--- config.mk ---
export PLATFORM = sky130hd
export DESIGN_NAME = spi_reg_bank
export DESIGN_NICKNAME = d
export VERILOG_FILES = /design/src/rtl/spi_reg_bank.sv
export SDC_FILE = /design/constraint.sdc
export NUM_CORES = 1
export LEC_CHECK = 0
export CORE_MARGIN = 3
export CORE_UTILIZATION = 42
export DETAILED_ROUTE_END_ITERATION = 12
export GPL_ROUTABILITY_DRIVEN = 0
export PLACE_DENSITY_LB_ADDON = 0.12
export SETUP_SLACK_MARGIN = 0.3
export SLEW_MARGIN = 20
export SYNTH_ARGS = -nofsm -noshare
export SYNTH_HDL_FRONTEND = slang
export SYNTH_SLANG_ARGS = --single-unit
--- constraint.sdc ---
create_clock -name i_clk -period 3.5 [get_ports i_clk]
set_clock_uncertainty 0.1 [all_clocks]
set_input_delay 0.7 -clock i_clk [delete_from_list [all_inputs] [get_ports i_clk]]
set_output_delay 0.7 -clock i_clk [all_outputs]
set_load 0.01 [all_outputs]
--- src/rtl/spi_reg_bank.sv ---
// SPI-slave register bank: command/data byte protocol over an SPI byte peripheral plus a fabric-side host port.
// Define SPI_REG_AUTOINC_EN to make WRITE_DATA/READ_DATA auto-increment the address for burst access.
module spi_reg_bank #(
    parameter logic [7:0] STATUS_BYTE = 8'hA5,
    parameter int         ADDR_W      = 4
) (
    input  logic              i_clk,
    input  logic              i_reset,
    input  logic [7:0]        i_rx_byte,
    input  logic              i_rx_dv,
    output logic              o_tx_dv,
    output logic [7:0]        o_tx_byte,
    input  logic              i_spi_cs_n,
    input  logic              i_host_we,
    input  logic [ADDR_W-1:0] i_host_addr,
    input  logic [7:0]        i_host_wdata,
    output logic [7:0]        o_host_rdata,
    output logic              o_wr_strobe,
    output logic [ADDR_W-1:0] o_wr_addr
);

    localparam int DEPTH = 2 ** ADDR_W;

    typedef enum logic [1:0] {IDLE, WRITE_DATA, READ_DATA, IGNORE} state_e;

    state_e              state_q, state_d;
    logic [ADDR_W-1:0]   addr_q, addr_d;
    logic [7:0]          regs_q [DEPTH];
    logic [7:0]          regs_d [DEPTH];
    logic                cs_meta_q, cs_sync_q, cs_prev_q;
    logic                startup_q, startup_d;
    logic                tx_dv_q, tx_dv_d;
    logic [7:0]          tx_byte_q, tx_byte_d;
    logic                pend_q, pend_d;
    logic [7:0]          pend_byte_q, pend_byte_d;
    logic                wr_strobe_q, wr_strobe_d;
    logic [ADDR_W-1:0]   wr_addr_q, wr_addr_d;

    logic                frame_end;
    logic                cmd_ok;
    logic [ADDR_W-1:0]   cmd_addr;
    logic [ADDR_W-1:0]   addr_inc;
    logic                req;
    logic [7:0]          req_byte;

    assign frame_end    = cs_sync_q & ~cs_prev_q;
    assign cmd_ok       = ((i_rx_byte[6:0] >> ADDR_W) == 7'd0);
    assign cmd_addr     = i_rx_byte[ADDR_W-1:0];
    assign addr_inc     = addr_q + 1'b1;
    assign o_host_rdata = regs_q[i_host_addr];

    always_comb begin
        // NOTE: every signal gets a default first so no path through this block infers a latch.
        state_d     = state_q;
        addr_d      = addr_q;
        regs_d      = regs_q;
        startup_d   = 1'b0;
        wr_strobe_d = 1'b0;
        wr_addr_d   = wr_addr_q;
        req         = 1'b0;
        req_byte    = STATUS_BYTE;

        // Host write goes first so an SPI write to the same address overrides it.
        if (i_host_we) regs_d[i_host_addr] = i_host_wdata;

        if (frame_end) begin
            state_d  = IDLE;
            req      = 1'b1;
            req_byte = STATUS_BYTE;
        end else if (i_rx_dv) begin
            case (state_q)
                IDLE: begin
                    if (!cmd_ok) begin
                        state_d = IGNORE;
                    end else if (i_rx_byte[7]) begin
                        addr_d  = cmd_addr;
                        state_d = WRITE_DATA;
                    end else begin
                        addr_d   = cmd_addr;
                        state_d  = READ_DATA;
                        req      = 1'b1;
                        req_byte = regs_q[cmd_addr];
                    end
                end
                WRITE_DATA: begin
                    regs_d[addr_q] = i_rx_byte;
                    wr_strobe_d    = 1'b1;
                    wr_addr_d      = addr_q;
`ifdef SPI_REG_AUTOINC_EN
                    addr_d = addr_inc;
`else
                    state_d = IGNORE;
`endif
                end
                READ_DATA: begin
`ifdef SPI_REG_AUTOINC_EN
                    addr_d   = addr_inc;
                    req      = 1'b1;
                    req_byte = regs_q[addr_inc];
`else
                    state_d = IGNORE;
`endif
                end
                default: ;
            endcase
        end

        if (startup_q) begin
            req      = 1'b1;
            req_byte = STATUS_BYTE;
        end

        // A reload requested right after a pulse is deferred one cycle so o_tx_dv never stays high.
        tx_dv_d     = 1'b0;
        tx_byte_d   = tx_byte_q;
        pend_d      = 1'b0;
        pend_byte_d = pend_byte_q;
        if (tx_dv_q) begin
            pend_d = req | pend_q;
            if (req) pend_byte_d = req_byte;
        end else if (req || pend_q) begin
            tx_dv_d   = 1'b1;
            tx_byte_d = req ? req_byte : pend_byte_q;
        end
    end

    // NOTE: sequential state uses non-blocking assignments only, so every flop samples pre-edge values.
    always_ff @(posedge i_clk) begin
        if (i_reset) begin
            state_q     <= IDLE;
            addr_q      <= '0;
            cs_meta_q   <= 1'b1;
            cs_sync_q   <= 1'b1;
            cs_prev_q   <= 1'b1;
            startup_q   <= 1'b1;
            tx_dv_q     <= 1'b0;
            tx_byte_q   <= '0;
            pend_q      <= 1'b0;
            pend_byte_q <= '0;
            wr_strobe_q <= 1'b0;
            wr_addr_q   <= '0;
            // NOTE: the bank is cleared on reset because its contents are architecturally visible.
            for (int i = 0; i < DEPTH; i++) regs_q[i] <= '0;
        end else begin
            state_q     <= state_d;
            addr_q      <= addr_d;
            cs_meta_q   <= i_spi_cs_n;
            cs_sync_q   <= cs_meta_q;
            cs_prev_q   <= cs_sync_q;
            startup_q   <= startup_d;
            tx_dv_q     <= tx_dv_d;
            tx_byte_q   <= tx_byte_d;
            pend_q      <= pend_d;
            pend_byte_q <= pend_byte_d;
            wr_strobe_q <= wr_strobe_d;
            wr_addr_q   <= wr_addr_d;
            regs_q      <= regs_d;
        end
    end

    assign o_tx_dv     = tx_dv_q;
    assign o_tx_byte   = tx_byte_q;
    assign o_wr_strobe = wr_strobe_q;
    assign o_wr_addr   = wr_addr_q;

endmodule

# After elaboration in Yosys (flattened, before gate mapping)
# Cells that the tools add are included.
# W data, S select, Z words.
# word_totals
reg_bits	161
input_bits	25
output_inout_bits	22
word_cells	94
# op_classes
magnitude_cmp	5
n_eq_ne	2
mux	35
bitwise	9
reduce_logical	15
# ops
cell	count
$mux W128	4
$bwmux W128	2
$mux W8	13
$bmux W8 S4	2
$demux W8 S4	2
$ge A5 B5 Y1 const B	3
$not A4 Y5	3
$lt A5 B1 Y1 const B	2
$mux W1	9
$reduce_or A2 Y1	4
$logic_not A7 Y1	1
$mux W2	2
$not A1 Y1	4
$pmux W2 S2	1
$reduce_and A2 Y1	2
$reduce_and A4 Y1	1
$reduce_and A3 Y1	1
$reduce_or A3 Y1	1
$eq A2 B1 Y1 const B	1
$eq A2 B2 Y1 const B	1
$logic_and A1 B1 Y1	2
$logic_not A2 Y1	1
$reduce_bool A2 Y1	1
$and A1 B1 Y1	1
2 further kinds	2

# Logic depth before layout (Yosys ltp)
# depth
word_depth	11
ltp_mapped	8

# Worst setup path before layout
# No wires, ideal clock.
# synth_timing
path_type	in2out
from	in i_host_addr[0]
to	out o_host_rdata[0]
arrival_time_ns	2.275
t_required_ns	2.700
slack_ns	0.425
cell_stages	4
path_cell_list	buf_2 buf_2 mux4_2 mux4_2
# synth_between
elab_chain_len	4
# synth_lines
element	line_no	rtl
from (decl)	15	input logic [ADDR_W-1:0] i_host_addr,
$not A4 Y5 (not written as such)	50	assign o_host_rdata = regs_q[i_host_addr];
$bmux W8 S4	50	
$mux W8 (not written as such) (2 in a row)	50	
to (decl)	17	output logic [7:0] o_host_rdata,
# Every way passes these cells. The select of a mux whose other input is x is not followed.

# Worst setup path in the final report
# layout_timing
from	in i_host_addr[0]
to	out o_host_rdata[4]
# The elaborated chain is that of the path after synthesis.

==> impl_metrics.csv <==
group,metric,value,unit
status,status,"complete, no violations",
global_route,grt_max_degree,104,
clocking,cts_tree,"done",
worst_setup_path,endpoint_kind,"output port",
timing,setup_tns,0,ns
logic_synthesis,syn_nets,941,
timing,relSlewSlack,0.3319,
logic_synthesis,syn_area,0.009682,mm²
floorplan,coreArea,0.02223,mm²
floorplan,io_pins,47,
clocking,root_buffer,"clkbuf_16",
clocking,clock_path_buffers,2,
drt,routedWlPerCell,29.10,µm
floorplan,die_w,157.8,µm
logic_synthesis,synthMuxAreaShare,0.3122,
logic_synthesis,synthCells,913,
power,leakagePower,3.619,nW
floorplan,dieArea,0.02491,mm²
drt,avgViaCountPerCell,6.876,
finish,nets,933,
global_route,antenna_found_initial,0,
global_route,grt_usage,0.2843,
worst_setup_path,critPathKind,"in2out",
clocking,clk_latency,0.44,ns
worst_setup_path,cp-start-kind,"input port",
worst_setup_path,crit_chain,"buf_6 > buf_4 > mux4_2 > mux4_2 > dlygate4sd2_1",
placement,place_ws,0.04937,ns
worst_setup_path,cp.required,2.70,ns
flow_run,drv_cap,0,
clocking,clkTransAtPathRegs,0.07,ns
logic_synthesis,synth_edf_count,0,
worst_setup_path,cp_top_family,"multiplexers",
clocking,htreeDepth,4,
worst_setup_path,crit_top_cell,"mux4_2",
logic_synthesis,async_reset_ff_frac,0,
timing,fin_ws,0.3382,ns
logic_synthesis,synthSimpleGateAreaFrac,0.1334,
logic_synthesis,ys_types,43,
clocking,post-cts-setup-buffers,0,
drt,routed_wl,34860,µm
power,peakVddDrop,277.9,µV
logic_synthesis,synth_compound_area_frac,0.1555,
placement,port_buffers,46,
placement,postPlaceCellArea,0.01027,mm²
timing,hold_violations,0,
finish,area.growth.synth_to_final,12.67,%
global_route,grt-ovfl-total,0,
global_route,grt_pass1_wl,53060,µm
finish,drive_above_1_share,0.2342,
logic_synthesis,ys.flop_type,"dfxtp_1",
logic_synthesis,post_synth.cell_area_avg,10.60,µm²
logic_synthesis,synth_xor_area_frac,0,
timing,fmax,0.3163,GHz
drt,vias,8237,
drt,final_antenna_net_count,0,
logic_synthesis,ys_ff_latch,161,
placement,dp_hpwl,23850,µm
finish,fin_area,0.01091,mm²
global_route,grt_pass1_vias,8173,
drt,first_iter_violations,934,
floorplan,start_util,0.4356,
clocking,clkSinkCount,161,
logic_synthesis,synth_top_family_by_area,"multiplexers",
drt,drc,0,
timing,slew_violations,0,
timing,rsz0062_at_grt,"no",
worst_setup_path,critPathMaxFanout,5,
power,power_density,394.6,mW/mm²
clocking,numCtsBuffers,17,
timing,period_share,0.9034,
drt,drtPass1Iterations,5,
worst_hold_path,min_path_type,"reg2reg",
finish,fin_util,0.4907,
worst_setup_path,critPathSlowestCell,"mux4_2",
floorplan,rows,54,
timing,setup_violations,0,
finish,diodes,0,
worst_setup_path,crit_buf_inv,3,
logic_synthesis,yosysWarnings,0,
timing,tightest_slew,0.9991,ns
floorplan,die_height,157.8,µm
worst_setup_path,critical-path-max-stage-delay,0.53,ns
timing,period_needed,3.162,ns
logic_synthesis,ys_seq_area_frac,0.3329,
worst_setup_path,cp.arrival,2.36,ns
logic_synthesis,yosys.area_share.adder,0.003877,
-- stage by stage --
step | std cells | power [mW] | hold WS [ns]
2_1_floorplan | 913 | 2.269 | 0.2895
3_3_place_gp | 1164 | 2.453 | 0.2953
3_5_place_dp | 1164 | 2.465 | 0.2982
4_1_cts | 1197 | 4.307 | 0.3157
5_1_grt | 1198 | 4.424 | 0.3441
6_report | 1198 | 4.305 | 0.3126
-- synthesized netlist by cell type, types with 7 or more instances --
master,instances,area (µm²)
dfxtp_1,161,3223
mux2i_1,140,1401
nor3_1,129,645.6
a211oi_1,93,698.2
clkbuf_1,76,285.3
mux4_2,72,1622
a211oi_2,35,437.9
nand2_1,20,75.07
nor2_1,19,71.32
buf_2,17,85.08
nand2b_1,17,106.4
a21oi_1,13,65.06
a221oi_1,9,78.83
a311oi_1,9,78.83
buf_6,9,101.4
inv_1,9,33.78
nor2_2,9,56.30
buf_1,8,30.03
or2_1,7,43.79
or2_2,7,43.79
-- metal layers --
metal	wire length, µm	global-route usage	vias to the layer above
li1	-	-	3528
met1	15000	0.4032	4177
met2	15710	0.4358	462
met3	3208	0.06288	70
met4	938	0.08595	0
met5	0	0	-
-- layout by cell type, fill, tap and decap left out, types with 6 or more instances in the layout --
master           count
dfxtp_1            161
mux2i_1            140
nor3_1             129
a211oi_1            93
mux4_2              72
buf_4               37
a211oi_2            35
clkdlybuf4s50_1     33
nand2_1             20
nor2_1              19
clkbuf_16           18
nand2b_1            17
a21oi_1             13
inv_1                9
nor2_2               9
a311oi_1             9
a221oi_1             9
dlygate4sd2_1        8
or2_1                7
or2_2                7
nor2b_1              6
-- cell families (layout without fill, tap and decap cells) --
family / after synthesis / in the layout
and+or+nand+nor: 240 / 240
muxes: 212 / 212
AOI/OAI and AO/OA: 170 / 170
DFF: 161 / 161
buffers and inverters: 127 / 132
adders and majority gates: 3 / 3
-- worst reg2reg max path: stages (launching register included) --
cell	delay [ns]
dfxtp_1	0.34
nor2b_1	0.55
or4_1	0.61
buf_4	0.37
nor3_1	0.11
a211oi_1	0.24
-- area by class of cell --
class | count | area (µm²)
fill | 1961 | 11320
multi-input combinational | 625 | 5857
sequential | 161 | 3223
timing repair buffer | 90 | 868.3
clock buffer | 19 | 442.9
tap | 280 | 350.3
clock inverter | 13 | 128.9
inverter | 10 | 37.54
-- path summary, 6_finish.rpt --
check / endpoint / slack (ns) / cells past startpoint / from
worst max-delay path: o_host_rdata[4] / 0.34 / 5 / i_host_addr[0]
worst min-delay path: cs_sync_q / 0.31 / 1 / cs_meta_q
worst max register to register: regs_q[91] / 1.09 / 5 / cs_sync_q
worst min register to register: cs_sync_q / 0.31 / 1 / cs_meta_q
-- registers in the layout (all words and copies together), names as in the netlist, 2 cells and up --
register,flops
regs_q,128
o_wr_addr,4
pend_byte_q,8
addr_q,4
state_q,2
o_tx_byte,8
-- where the power goes --
group / total (mW) / internal (mW) / switching (mW) / leakage, nW
registers: 1.93 / 1.88 / 0.0483 / 1.31
logic: 0.515 / 0.212 / 0.303 / 2.05
clock network: 1.86 / 1.01 / 0.851 / 0.268
-- what timing repair did --
item,4_1_cts,5_1_grt
endpoints found under the setup margin,8,7
cloned,1,1
hold endpoints to repair,0,0
gates resized for setup,11,3
hold buffers,0,0
No activity file was read; power rests on OpenSTA's default activity.
